[src/rtl/seckey_lfsr_resp_if.sv]
// Bus-side bundle for the security-key responder.
// Host drives the access qualifiers; the responder drives the SDRD pad and status.
interface seckey_lfsr_resp_if;
  logic        acc;
  logic        sel_n;
  logic [13:0] ba;
  logic        br_w;
  logic        sdrd;
  logic        sdrd_oe;
  logic        locked;
  logic [3:0]  hunt_idx;

  modport master (
    output acc, sel_n, ba, br_w,
    input  sdrd, sdrd_oe, locked, hunt_idx
  );

  modport slave (
    input  acc, sel_n, ba, br_w,
    output sdrd, sdrd_oe, locked, hunt_idx
  );
endinterface

[src/rtl/seckey_lfsr_resp.sv]
// Security-key responder: nibble unlock hunt, then LFSR response bit per read.
// Optional SECKEY_AUTORELOCK_EN relocks after MAX_BITS reads.
module seckey_lfsr_resp #(
  parameter int              LFSR_W     = 6,
  parameter logic [LFSR_W-1:0] TAPS     = 6'h30,
  parameter logic [LFSR_W-1:0] SEED     = 6'h2D,
  parameter logic [LFSR_W-1:0] OUT_MASK = 6'h29,
  parameter int              UNLOCK_LEN = 4,
  parameter logic [63:0]     UNLOCK_SEQ = 64'h52A5,
  parameter logic [1:0]      WIN        = 2'b01
`ifdef SECKEY_AUTORELOCK_EN
  ,
  parameter int              MAX_BITS   = 64
`endif
) (
  input logic               clk,
  input logic               rst,
  seckey_lfsr_resp_if.slave bus
);

  typedef enum logic {
    S_LOCKED,
    S_UNLOCKED
  } state_t;

  state_t            r_state;
  state_t            w_state_nx;
  logic [LFSR_W-1:0] r_lfsr;
  logic [LFSR_W-1:0] w_lfsr_pre;
  logic [LFSR_W-1:0] w_lfsr_nx;
  logic [LFSR_W-1:0] w_shift;
  logic [LFSR_W-1:0] w_mix;
  logic [3:0]        r_idx;
  logic [3:0]        w_idx_nx;
  logic [3:0]        w_nib;
  logic [4:0]        w_idx_inc;
  logic              w_qual;
  logic              w_rd;
  logic              w_wr;

`ifdef SECKEY_AUTORELOCK_EN
  localparam int CNT_W = $clog2(MAX_BITS + 1);
  logic [CNT_W-1:0] r_cnt;
  logic [CNT_W-1:0] w_cnt_nx;
`endif

  function automatic logic [3:0] seq_at(input logic [3:0] i);
    return UNLOCK_SEQ[4*(UNLOCK_LEN-1-int'(i)) +: 4];
  endfunction

  assign w_qual    = bus.acc & ~bus.sel_n
                   & (bus.ba[13:12] == WIN);
  assign w_rd      = w_qual & bus.br_w;
  assign w_wr      = w_qual & ~bus.br_w;
  assign w_nib     = bus.ba[7:4];
  assign w_idx_inc = {1'b0, r_idx} + 5'd1;
  assign w_shift   = {r_lfsr[LFSR_W-2:0],
                      ^(r_lfsr & TAPS)};

  always_comb begin
    w_mix      = r_lfsr;
    w_mix[3:0] = r_lfsr[3:0] ^ w_nib;
  end

  always_comb begin
    w_state_nx = r_state;
    w_idx_nx   = r_idx;
    w_lfsr_pre = r_lfsr;
`ifdef SECKEY_AUTORELOCK_EN
    w_cnt_nx   = r_cnt;
`endif
    unique case (r_state)
      S_LOCKED: begin
        if (w_rd) begin
          if (w_nib == seq_at(r_idx)) begin
            if (w_idx_inc == 5'(UNLOCK_LEN)) begin
              w_state_nx = S_UNLOCKED;
              w_idx_nx   = 4'd0;
              w_lfsr_pre = SEED;
`ifdef SECKEY_AUTORELOCK_EN
              w_cnt_nx   = '0;
`endif
            end else begin
              w_idx_nx = w_idx_inc[3:0];
            end
          end else begin
            // a mismatching nibble may itself start a new attempt
            w_idx_nx = (w_nib == seq_at(4'd0)) ? 4'd1 : 4'd0;
          end
        end else if (w_wr) begin
          w_idx_nx = 4'd0;
        end
      end
      S_UNLOCKED: begin
        if (w_rd) begin
          w_lfsr_pre = w_shift;
`ifdef SECKEY_AUTORELOCK_EN
          w_cnt_nx = r_cnt + CNT_W'(1);
          if (r_cnt == CNT_W'(MAX_BITS - 1)) begin
            w_state_nx = S_LOCKED;
            w_idx_nx   = 4'd0;
          end
`endif
        end else if (w_wr) begin
          if (w_nib == 4'hF) begin
            w_state_nx = S_LOCKED;
            w_idx_nx   = 4'd0;
          end else begin
            w_lfsr_pre = w_mix;
          end
        end
      end
      default: ;
    endcase
    w_lfsr_nx = (w_lfsr_pre == '0) ? SEED : w_lfsr_pre;
  end

  always_ff @(posedge clk) begin
    if (rst) begin
      r_state <= S_LOCKED;
      r_idx   <= 4'd0;
      r_lfsr  <= SEED;
`ifdef SECKEY_AUTORELOCK_EN
      r_cnt   <= '0;
`endif
    end else begin
      r_state <= w_state_nx;
      r_idx   <= w_idx_nx;
      r_lfsr  <= w_lfsr_nx;
`ifdef SECKEY_AUTORELOCK_EN
      r_cnt   <= w_cnt_nx;
`endif
    end
  end

  assign bus.sdrd_oe  = w_rd & ~rst
                      & (r_state == S_UNLOCKED);
  assign bus.sdrd     = bus.sdrd_oe
                      & (^(r_lfsr & OUT_MASK));
  assign bus.locked   = (r_state == S_LOCKED);
  assign bus.hunt_idx = r_idx;

endmodule

[src/flat_wrapper.sv]
// flat-port wrapper written by rule: the top's interface ports become plain ports
module seckey_lfsr_resp_flat 
#(
  parameter int              LFSR_W     = 6,
  parameter logic [LFSR_W-1:0] TAPS     = 6'h30,
  parameter logic [LFSR_W-1:0] SEED     = 6'h2D,
  parameter logic [LFSR_W-1:0] OUT_MASK = 6'h29,
  parameter int              UNLOCK_LEN = 4,
  parameter logic [63:0]     UNLOCK_SEQ = 64'h52A5,
  parameter logic [1:0]      WIN        = 2'b01

)
  (clk, rst, bus_acc, bus_sel_n, bus_ba, bus_br_w, bus_sdrd, bus_sdrd_oe, bus_locked, bus_hunt_idx);
  seckey_lfsr_resp_if bus_i ();
  input logic clk;
  input logic rst;
  input wire logic [$bits(bus_i.acc)-1:0] bus_acc;
  input wire logic [$bits(bus_i.sel_n)-1:0] bus_sel_n;
  input wire logic [$bits(bus_i.ba)-1:0] bus_ba;
  input wire logic [$bits(bus_i.br_w)-1:0] bus_br_w;
  output wire logic [$bits(bus_i.sdrd)-1:0] bus_sdrd;
  output wire logic [$bits(bus_i.sdrd_oe)-1:0] bus_sdrd_oe;
  output wire logic [$bits(bus_i.locked)-1:0] bus_locked;
  output wire logic [$bits(bus_i.hunt_idx)-1:0] bus_hunt_idx;
  assign bus_i.acc = bus_acc;
  assign bus_i.sel_n = bus_sel_n;
  assign bus_i.ba = bus_ba;
  assign bus_i.br_w = bus_br_w;
  assign bus_sdrd = bus_i.sdrd;
  assign bus_sdrd_oe = bus_i.sdrd_oe;
  assign bus_locked = bus_i.locked;
  assign bus_hunt_idx = bus_i.hunt_idx;
  seckey_lfsr_resp #(.LFSR_W(LFSR_W), .TAPS(TAPS), .SEED(SEED), .OUT_MASK(OUT_MASK), .UNLOCK_LEN(UNLOCK_LEN), .UNLOCK_SEQ(UNLOCK_SEQ), .WIN(WIN)) u_core (.clk(clk), .rst(rst), .bus(bus_i));
endmodule
[config.mk]
export PLATFORM = sky130hd
export DESIGN_NAME = seckey_lfsr_resp_flat
export DESIGN_NICKNAME = d
export VERILOG_FILES = /design/src/rtl/seckey_lfsr_resp_if.sv /design/src/rtl/seckey_lfsr_resp.sv /design/src/flat_wrapper.sv
export SDC_FILE = /design/constraint.sdc
export NUM_CORES = 1
export LEC_CHECK = 0
export ABC_AREA = 1
export CORE_MARGIN = 2
export CORE_UTILIZATION = 40
export CTS_BUF_LIST = sky130_fd_sc_hd__clkbuf_16
export DETAILED_ROUTE_END_ITERATION = 16
export GPL_TIMING_DRIVEN = 0
export PLACE_DENSITY = 0.67
export SETUP_SLACK_MARGIN = 0.5
export SLEW_MARGIN = 20
export SYNTH_ARGS = -nofsm -noshare
export SYNTH_HDL_FRONTEND = slang
export SYNTH_SLANG_ARGS = --single-unit
export TNS_END_PERCENT = 5
[constraint.sdc]
create_clock -name clk -period 4.2 [get_ports clk]
set_clock_uncertainty 0.2 [all_clocks]
set_input_delay 1.26 -clock clk [delete_from_list [all_inputs] [get_ports clk]]
set_output_delay 1.26 -clock clk [all_outputs]
set_load 0.01 [all_outputs]
# After elaboration in Yosys (flattened, before gate mapping)
# Index checks and enable logic that the tools add are counted.
# totals
reg_bits	11
in_bits	19
output_inout_bits	7
word_cells	55
# op_classes
add_sub_neg	2
eq_ne	9
shifts	1
n_mux	23
bitwise	12
reduce_logical	5
# op_table
cell	n
indexed part select 64 x 32 -> 4 bit (first input constant)	1
two-way mux 4 bit	9
two-way mux 6 bit	4
case mux 6 bit (2 select lines)	1
parity 6 bit	2
case mux 4 bit (2 select lines)	1
AND 1 bit	7
two-way mux 1 bit	7
logical NOT 6 bit	1
!= test 2 bit (second input constant)	3
adder 4 x 1 -> 5 bit (second input constant)	1
equality test 5 x 3 -> 1 bit (second input constant)	1
subtractor 2 x 4 -> 5 bit (first input constant)	1
equality test 4 x 3 -> 1 bit (second input constant)	1
equality test 4 bit	1
equality test 4 bit (second input constant)	1
inverter 1 bit	4
AND reduction 4 bit	1
bitwise XOR 4 bit	1
!= test 3 x 1 -> 1 bit (second input constant)	1
equality test 2 x 1 -> 1 bit (second input constant)	1
case mux 1 bit (2 select lines)	1
OR reduction 2 bit	1

# Depth between registers and ports, before layout
# Gate-level depths: netlist of run 1.
# depth
word_depth	9
mapped_depth	13
ltp_nobuf	13

# Least setup slack after synthesis of run 1
# OpenSTA, ideal clock, no wires.
# synth_timing
path_type	in2out
startpoint	in bus_acc
endpoint	out bus_sdrd
arrival_ns	1.983
required_time_ns	2.740
setup_slack_ns	0.757
cell_stages	6
n_path_buf	0
path_cell_list	nand2_1 > inv_2 > nand3_4 > nor2_8 > nand2_1 > nor3_1
# synth_via
elab_chain_len	6
# synth_lines
element	line_no	rtl
start, declared	flat_wrapper.sv:17	input wire logic [$bits(bus_i.acc)-1:0] bus_acc;
AND 1 bit	seckey_lfsr_resp.sv:51	assign w_qual = bus.acc & ~bus.sel_n
AND 1 bit	seckey_lfsr_resp.sv:52	& (bus.ba[13:12] == WIN);
AND 1 bit	seckey_lfsr_resp.sv:53	assign w_rd = w_qual & bus.br_w;
AND 1 bit	seckey_lfsr_resp.sv:136	assign bus.sdrd_oe = w_rd & ~rst
AND 1 bit	seckey_lfsr_resp.sv:137	& (r_state == S_UNLOCKED);
AND 1 bit	seckey_lfsr_resp.sv:139	& (^(r_lfsr & OUT_MASK));
end, declared	flat_wrapper.sv:21	output wire logic [$bits(bus_i.sdrd)-1:0] bus_sdrd;
# Every way passes these cells.

# Worst setup path in the final report of run 1
# layout_timing
startpoint	in bus_ba[12]
endpoint	out bus_sdrd
# layout_via
elab_chain_len	6
# layout_lines
element	line_no	rtl
start, declared	flat_wrapper.sv:19	input wire logic [$bits(bus_i.ba)-1:0] bus_ba;
equality test 2 x 1 -> 1 bit	seckey_lfsr_resp.sv:52	
AND 1 bit	seckey_lfsr_resp.sv:52	
AND 1 bit	seckey_lfsr_resp.sv:53	
AND 1 bit	seckey_lfsr_resp.sv:136	
AND 1 bit	seckey_lfsr_resp.sv:137	
AND 1 bit	seckey_lfsr_resp.sv:139	
# Every way passes these cells.

==> results.md, run 1 <==
- Status: completed
- Fill cells: approximately 260
- Largest net degree at the start of global routing: 10
- Leakage: ~0.73 nW
- R2R depth: 11
- Register area share after synthesis: roughly a fifth
- Critical path class: input port to primary output
- Buffer type at the clock tree root: clkbuf_16
- Max_cap viols: 0
- Worst min-delay path class: register to register
- Cts hold-fix bufs: 0
- Post-DP HPWL: 1980 µm
- Yosys cell types: 31
- Worst Hold Depth: 2
- Final Wtd Congestion: ~0.83
- DR vias/cell: 4.93
- Grt total ovfl: 0
- Chip Height: between 50 and 60 µm
- Synthesized Nets: between 150 and 200
- Mapped cell area: roughly 1100 µm²
- Initial antenna violation count: 0
- Endpoint class of the critical path: primary output
- Grt met1 use: about a quarter
- # DRC: 0
- Row count: 18
- Power Total: between 0.3 and 0.4 mW
- First-pass GRT wire length: roughly 4400 µm
- DRT Wirelength: 2590 µm
- Setup Viol. Count Final: 0
- Nets: ~220
- WHS: 0.349 ns
- Pre-Repair DR Iteration Count: 4
- YS warnings: 0
- Share of cells above drive strength 1: 22.1%
- CP Data Arrival Time: ~2.1 ns
- Fmax: 279 MHz
- Vias: approximately 1100
- Grt met2 use: about a quarter
- Worst slew margin: between 70 and 80%
- Worst-Skew Late Latency: approximately 0.24 ns
- DRT iter0 DRCs: 36
- Die Width: between 50 and 60 µm
- Gr busiest metal: met2
- Yosys reg bits: 11
- Total track usage: approximately 17%
- Place WS: -0.201 ns
- Syn Inst Count: roughly 180
- Longest Clk Path Bufs: 2
- Max-slew violations: 0
- Number of global-route vias before repair: ~1000
- Setup TNS: 0 ns
- Met3 usage: under 10%
- Avg WL per Cell: ~11 µm
- Final hold viol count: 0
- Antenna diodes: 0
- P per Cell Area: between 200 and 250 nW/µm²
- Final WS setup: 0.615 ns
- Worst slew pin tran: 0.405 ns
- Worst vdd ir: 0.000270 V
- Core area: between 2000 and 3000 µm²
- CP Max Fanout: 3
- Non-filler instance count after layout: between 200 and 250
- Placed Cells: ~220
- Syn Area/Cell: 6.21 µm²
- Seq. cell area: 220 µm²
- Antenna Nets Post-Route: 0
- Reg clk slew, reported paths: roughly 0.040 ns
- Die area: around 3200 µm²
- # port buffers: 16
- H-tree depth: 1
- CTS tree: built
- Clock sink count: 11
- Area delta synth->final: 27.8%
- Area occupied by multi-input gates: 762 µm²
- WP data required: approximately 2.7 ns
- Starting density of the core: 43.1%
- Num ports: 26
- Worst Setup Start Kind: input port
- Tcrit/Tclk final: between 80% and 90%
- Unrepaired setup endpoints after global routing: false
- Minimum clock period: ~3.6 ns
- CTS Buf Count: 3
## worst max-delay path, stage by stage
cell and delay [ns]:
dlygate4sd2_1 0.19, nand2_1 0.06, inv_2 0.07, nand3_4 0.10, nor2_8 0.14, nand2_4 0.06, nor3_2 0.09, buf_2 0.15
## cell usage after synthesis, drive strengths merged
library cell / instances / area (µm²)
nand3: 16 / 110
o21a: 1 / 7.51
nand3b: 1 / 7.51
clkinv: 1 / 3.75
nor3: 4 / 20.0
nand2: 53 / 219
or2: 1 / 6.26
xnor2: 2 / 17.5
inv: 28 / 105
o31ai: 1 / 21.3
a21oi: 14 / 81.3
ha: 3 / 37.5
nor2: 23 / 120
o211ai: 1 / 7.51
xor2: 4 / 35.0
o21ai: 5 / 28.8
nand4: 3 / 18.8
buf: 2 / 8.75
a21boi: 1 / 11.3
dfxtp: 11 / 220
## metal layers
layer	vias to the layer above	share of wire (%)
li1	600	-
met1	495	50
met2	26	45
met3	8	3.2
met4	0	2.2
met5	-	0
## path summary, 6_finish.rpt
check                                      startpoint                                  end  slack, ns
setup reg to reg  u_core.bus.hunt_idx[2]$_SDFFE_PP0P_          u_core.r_lfsr[3]$_SDFF_PP1_       1.87
hold reg to reg   u_core.bus.hunt_idx[3]$_SDFFE_PP0P_  u_core.bus.hunt_idx[3]$_SDFFE_PP0P_       0.35
hold / removal    u_core.bus.hunt_idx[3]$_SDFFE_PP0P_  u_core.bus.hunt_idx[3]$_SDFFE_PP0P_       0.35
setup / recovery                           bus_ba[12]                             bus_sdrd       0.62
## state kept, by name, summed over array words and instances, names as in the netlist
signal	cells
u_core.r_lfsr	6
u_core.bus.hunt_idx	4
u_core.r_state	1
## cell usage in the layout (no fill, tap or decap), drive strengths merged, types with 2 or more instances in the layout
cell           count
nand3             16
ha                 3
inv               29
o21ai              5
clkbuf             3
nand4              3
dlygate4sd2        5
dfxtp             11
a21oi             14
nor3               4
buf                8
clkdlybuf4s50      9
nand2             53
xor2               4
nor2              23
xnor2              2
## cells by family (layout without fill, tap and decap cells)
group | Yosys count | in the layout | share of synthesized area [%]
DFF | 11 | 11 | 20.3
xor gates and xnor gates | 6 | 6 | 4.83
AOI/OAI and AO/OA | 23 | 23 | 14.5
buffers and inverters | 31 | 55 | 10.8
and+or+nand+nor | 101 | 101 | 46.1
adders and majority gates | 3 | 3 | 3.45
## per-stage QoR
| stage | util, % | cell area, µm² |
|---|---|---|
| global route | 55.1 | 1390 |
| detailed placement | 50.9 | 1280 |
| finish | 55.1 | 1390 |
| CTS | 55.1 | 1390 |
| floorplan | - | 1090 |
| global placement | 50.9 | 1280 |
## power by group
group / internal (mW) / switching [mW]
combinational: 0.0129 / 0.0198
clock: 0.125 / 0.0470
sequential: 0.105 / 0.0000918
## repair_timing
item / 4_1_cts / 5_1_grt
gates resized for setup: 19 / 0
endpoints found under the setup margin: 2 / 0
endpoints found under the hold margin: 0 / 0
buffers inserted: 4 / 0
## area by class of cell
class                   instances  area share, %
plain buffers                   2          0.630
clock buffers                   3           5.40
clock inverters                 1          0.270
inverters                      29           7.83
multi-input cells             133           54.8
flip-flops and latches         11           15.8
well taps                      30           2.70
repair buffers                 20           12.5
Power figures use the tool's default switching activity.
==> run 2: changes to the inputs <==
Settings changed: CORE_UTILIZATION 40 to 50, PLACE_DENSITY 0.67 to 0.8.
==> run 2 against run 1 <==
Combinational power grew 1%. Sequential share of layout area grew 0.13 points. Global-route usage grew 4.4 points. Sequential power is essentially flat. Flip-flop and latch count is the same. Routed wire length shrank 3.6%. Hold slack lost 0.00058 ns. Cell count shrank 1.7%. Critical path type unchanged. Critical endpoint unchanged.
==> results.md, run 2 (synthesis results as in run 1) <==
- Status: completed (unchanged)
- Worst min-delay path class: register to register (unchanged)
- Initial antenna violation count: 0 (unchanged)
- CTS tree: built (unchanged)
- Slowest CP cell: dlygate4sd2_1 (unchanged)
- Minimum clock period: 3.61 ns (was 3.58 ns)
- Total track usage: 21.7% (was 17.2%)
- Chip Height: 50.6 µm (was 56.1 µm)
- Critical path class: input port to primary output (unchanged)
- WP data required: 2.74 ns (about the same)
- Final hold viol count: 0 (unchanged)
- Fill cells: 180 (was 258)
- Worst Hold Depth: 2 (unchanged)
- Flop2flop setup slack: 1.93 ns (was 1.87 ns)
- Post-DP Area: 1280 µm² (about the same)
- Grt met1 use: 28.9% (was 23.6%)
- Commonest non-fill, non-tap cell in the layout: nand2_1 (unchanged)
- Final Instance Area: 1380 µm² (was 1390 µm²)
- Die Width: 50.6 µm (was 56.1 µm)
- Non-filler instance count after layout: 225 (was 229)
- Worst Setup Start Kind: input port (unchanged)
- Vias: 1142 (was 1129)
- Worst R2R End: u_core.r_lfsr[5]$_SDFF_PP1_ (was u_core.r_lfsr[3]$_SDFF_PP1_)
- Longest Clk Path Bufs: 2 (unchanged)
- R2r startpoint: u_core.bus.hunt_idx[2]$_SDFFE_PP0P_ (unchanged)
- Core area: 2000 µm² (was 2520 µm²)
- Final Wtd Congestion: 0.860 (was 0.830)
- Nets: 221 (was 222)
- Die area: 2560 µm² (was 3150 µm²)
- Area delta synth->final: 26.8% (was 27.8%)
- Largest delay share family, worst path: simple AND/OR/NAND/NOR gates (unchanged)
- Antenna diodes: 0 (unchanged)
- Buffer type at the clock tree root: clkbuf_16 (unchanged)
- First-pass GRT wire length: 4350 µm (was 4440 µm)
- CP Data Arrival Time: 2.15 ns (was 2.12 ns)
- P per Cell Area: 223 nW/µm² (about the same)
- Biggest register: u_core.r_lfsr (unchanged)
- Grt met2 use: 34.9% (was 26.7%)
- Met3 usage: 2.08% (was 1.63%)
- Max_cap viols: 0 (unchanged)
- Gr busiest metal: met2 (unchanged)
- Pre-Repair DR Iteration Count: 4 (unchanged)
- Antenna Nets Post-Route: 0 (unchanged)
- Crit-path max cell delay: 0.20 ns (was 0.19 ns)
- CTS Buf Count: 3 (unchanged)
- DR vias/cell: 5.08 (was 4.93)
- H-tree depth: 1 (unchanged)
- Area occupied by multi-input gates: 762 µm² (unchanged)
- Worst hold endpoint: u_core.bus.hunt_idx[3]$_SDFFE_PP0P_ (unchanged)
- CP Max Fanout: 4 (was 3)
- Crit path cell chain: dlygate4sd2_1 -> nand2_1 -> inv_2 -> nand3_4 -> nor2_8 -> nand2_4 -> nor3_2 -> buf_2 (unchanged)
- Row count: 16 (was 18)
- Share of cells above drive strength 1: 21.7% (was 22.1%)
- Leakage: 0.728 nW (was 0.731 nW)
- Worst-Skew Late Latency: 0.24 ns (about the same)
- Placed Cells: 218 (was 221)
- Power Total: 0.307 mW (was 0.310 mW)
- Max reg flops: 6 (unchanged)
- Setup TNS: 0 ns (unchanged)
- Starting density of the core: 54.3% (was 43.1%)
- WHS: 0.349 ns (about the same)
- Setup Viol. Count Final: 0 (unchanged)
- Hold wc startpoint: u_core.bus.hunt_idx[3]$_SDFFE_PP0P_ (unchanged)
- Cts hold-fix bufs: 0 (unchanged)
- Avg WL per Cell: 11.1 µm (was 11.3 µm)
- # port buffers: 16 (unchanged)
- Num ports: 26 (unchanged)
- Tcrit/Tclk final: 85.9% (was 85.4%)
- DRT iter0 DRCs: 38 (was 36)
- Max-slew violations: 0 (unchanged)
- Grt total ovfl: 0 (unchanged)
- Unrepaired setup endpoints after global routing: false (unchanged)
- # DRC: 0 (unchanged)
- R2R depth: 11 (unchanged)
- CP Buf/Inv Count: 3 (unchanged)
- Fmax: 277 MHz (was 279 MHz)
- DRT Wirelength: 2500 µm (was 2590 µm)
- Worst vdd ir: 0.000262 V (was 0.000270 V)
- Worst slew margin: 72.9% (was 73.0%)
- Clock sink count: 11 (unchanged)
- Worst Setup SP: bus_acc (was bus_ba[12])
- Worst slew pin tran: 0.406 ns (was 0.405 ns)
- Seq. cell area: 220 µm² (unchanged)
- Post-DP HPWL: 1880 µm (was 1980 µm)
- Largest net degree at the start of global routing: 10 (unchanged)
- Reg clk slew, reported paths: 0.04 ns (about the same)
- Commonest cells after routing, fill and taps aside: 44 x nand2_1, 21 x inv_1, 17 x nor2_1, 13 x nand3_1 (unchanged)
- Endpoint class of the critical path: primary output (unchanged)
- Number of global-route vias before repair: 1040 (was 1024)
[run 2: cell type report]
class | count | area share [%]
inverter | 29 | 7.89
clock buffer | 3 | 5.44
buffer | 2 | 0.635
multi-input combinational | 133 | 55.3
tap | 27 | 2.45
clock inverter | 1 | 0.272
timing repair buffer | 19 | 12.1
sequential | 11 | 16.0
[run 2: routing by layer]
metal | share of wire, % | vias up
met1 | 48 | 500
met3 | 4.2 | 8
met5 | 0 | -
met4 | 2.3 | 0
li1 | - | 600
met2 | 46 | 34
[run 2: worst max-delay path by stage]
stage | depth (start not counted) | end | slack [ns]
after CTS | 8 | bus_sdrd | 0.59
after detailed placement | 8 | bus_sdrd | -0.23
after global routing | 8 | bus_sdrd | 0.52
final | 8 | bus_sdrd | 0.59
after global placement | 8 | bus_sdrd | -0.19
after floorplan | 6 | bus_sdrd | 0.76
[run 2: metrics by stage]
stage	setup WS [ns]	utilization [%]
CTS	0.586	68.9
global route	0.518	68.9
floorplan	0.757	-
global placement	-0.190	64.0
detailed placement	-0.233	64.0
finish	0.593	68.9
[run 2: worst register-to-register path, cell delays in order (launching register included)]
cell and delay (ns):
dfxtp_1 0.50, inv_1 0.14, ha_1 0.36, nor3_1 0.18, nand2_1 0.08, nor2_2 0.13
nand2_2 0.09, nand4_1 0.15, nand2_2 0.09, nor2_2 0.09, nand3_2 0.11, nand3_1 0.09
[run 2: power by group]
group	total (mW)	switching, mW	internal [mW]
Sequential	0.105	0.0000860	0.105
Combinational	0.0331	0.0196	0.0135
Clock	0.169	0.0442	0.125
Total	0.307	0.0639	0.243
[run 2: repair_timing]
| item | in CTS | in global routing |
|---|---|---|
| setup buffers | 3 | 0 |
| endpoints found under the setup margin | 2 | 0 |
| hold endpoints to repair | 0 | 0 |
| resized for setup | 19 | 0 |
==> run 3: changes to the inputs <==
Settings changed: CTS_CLUSTER_SIZE set to 25.
==> results of run 3 <==
Final layout, timing and power as in run 2 (identical DEF).
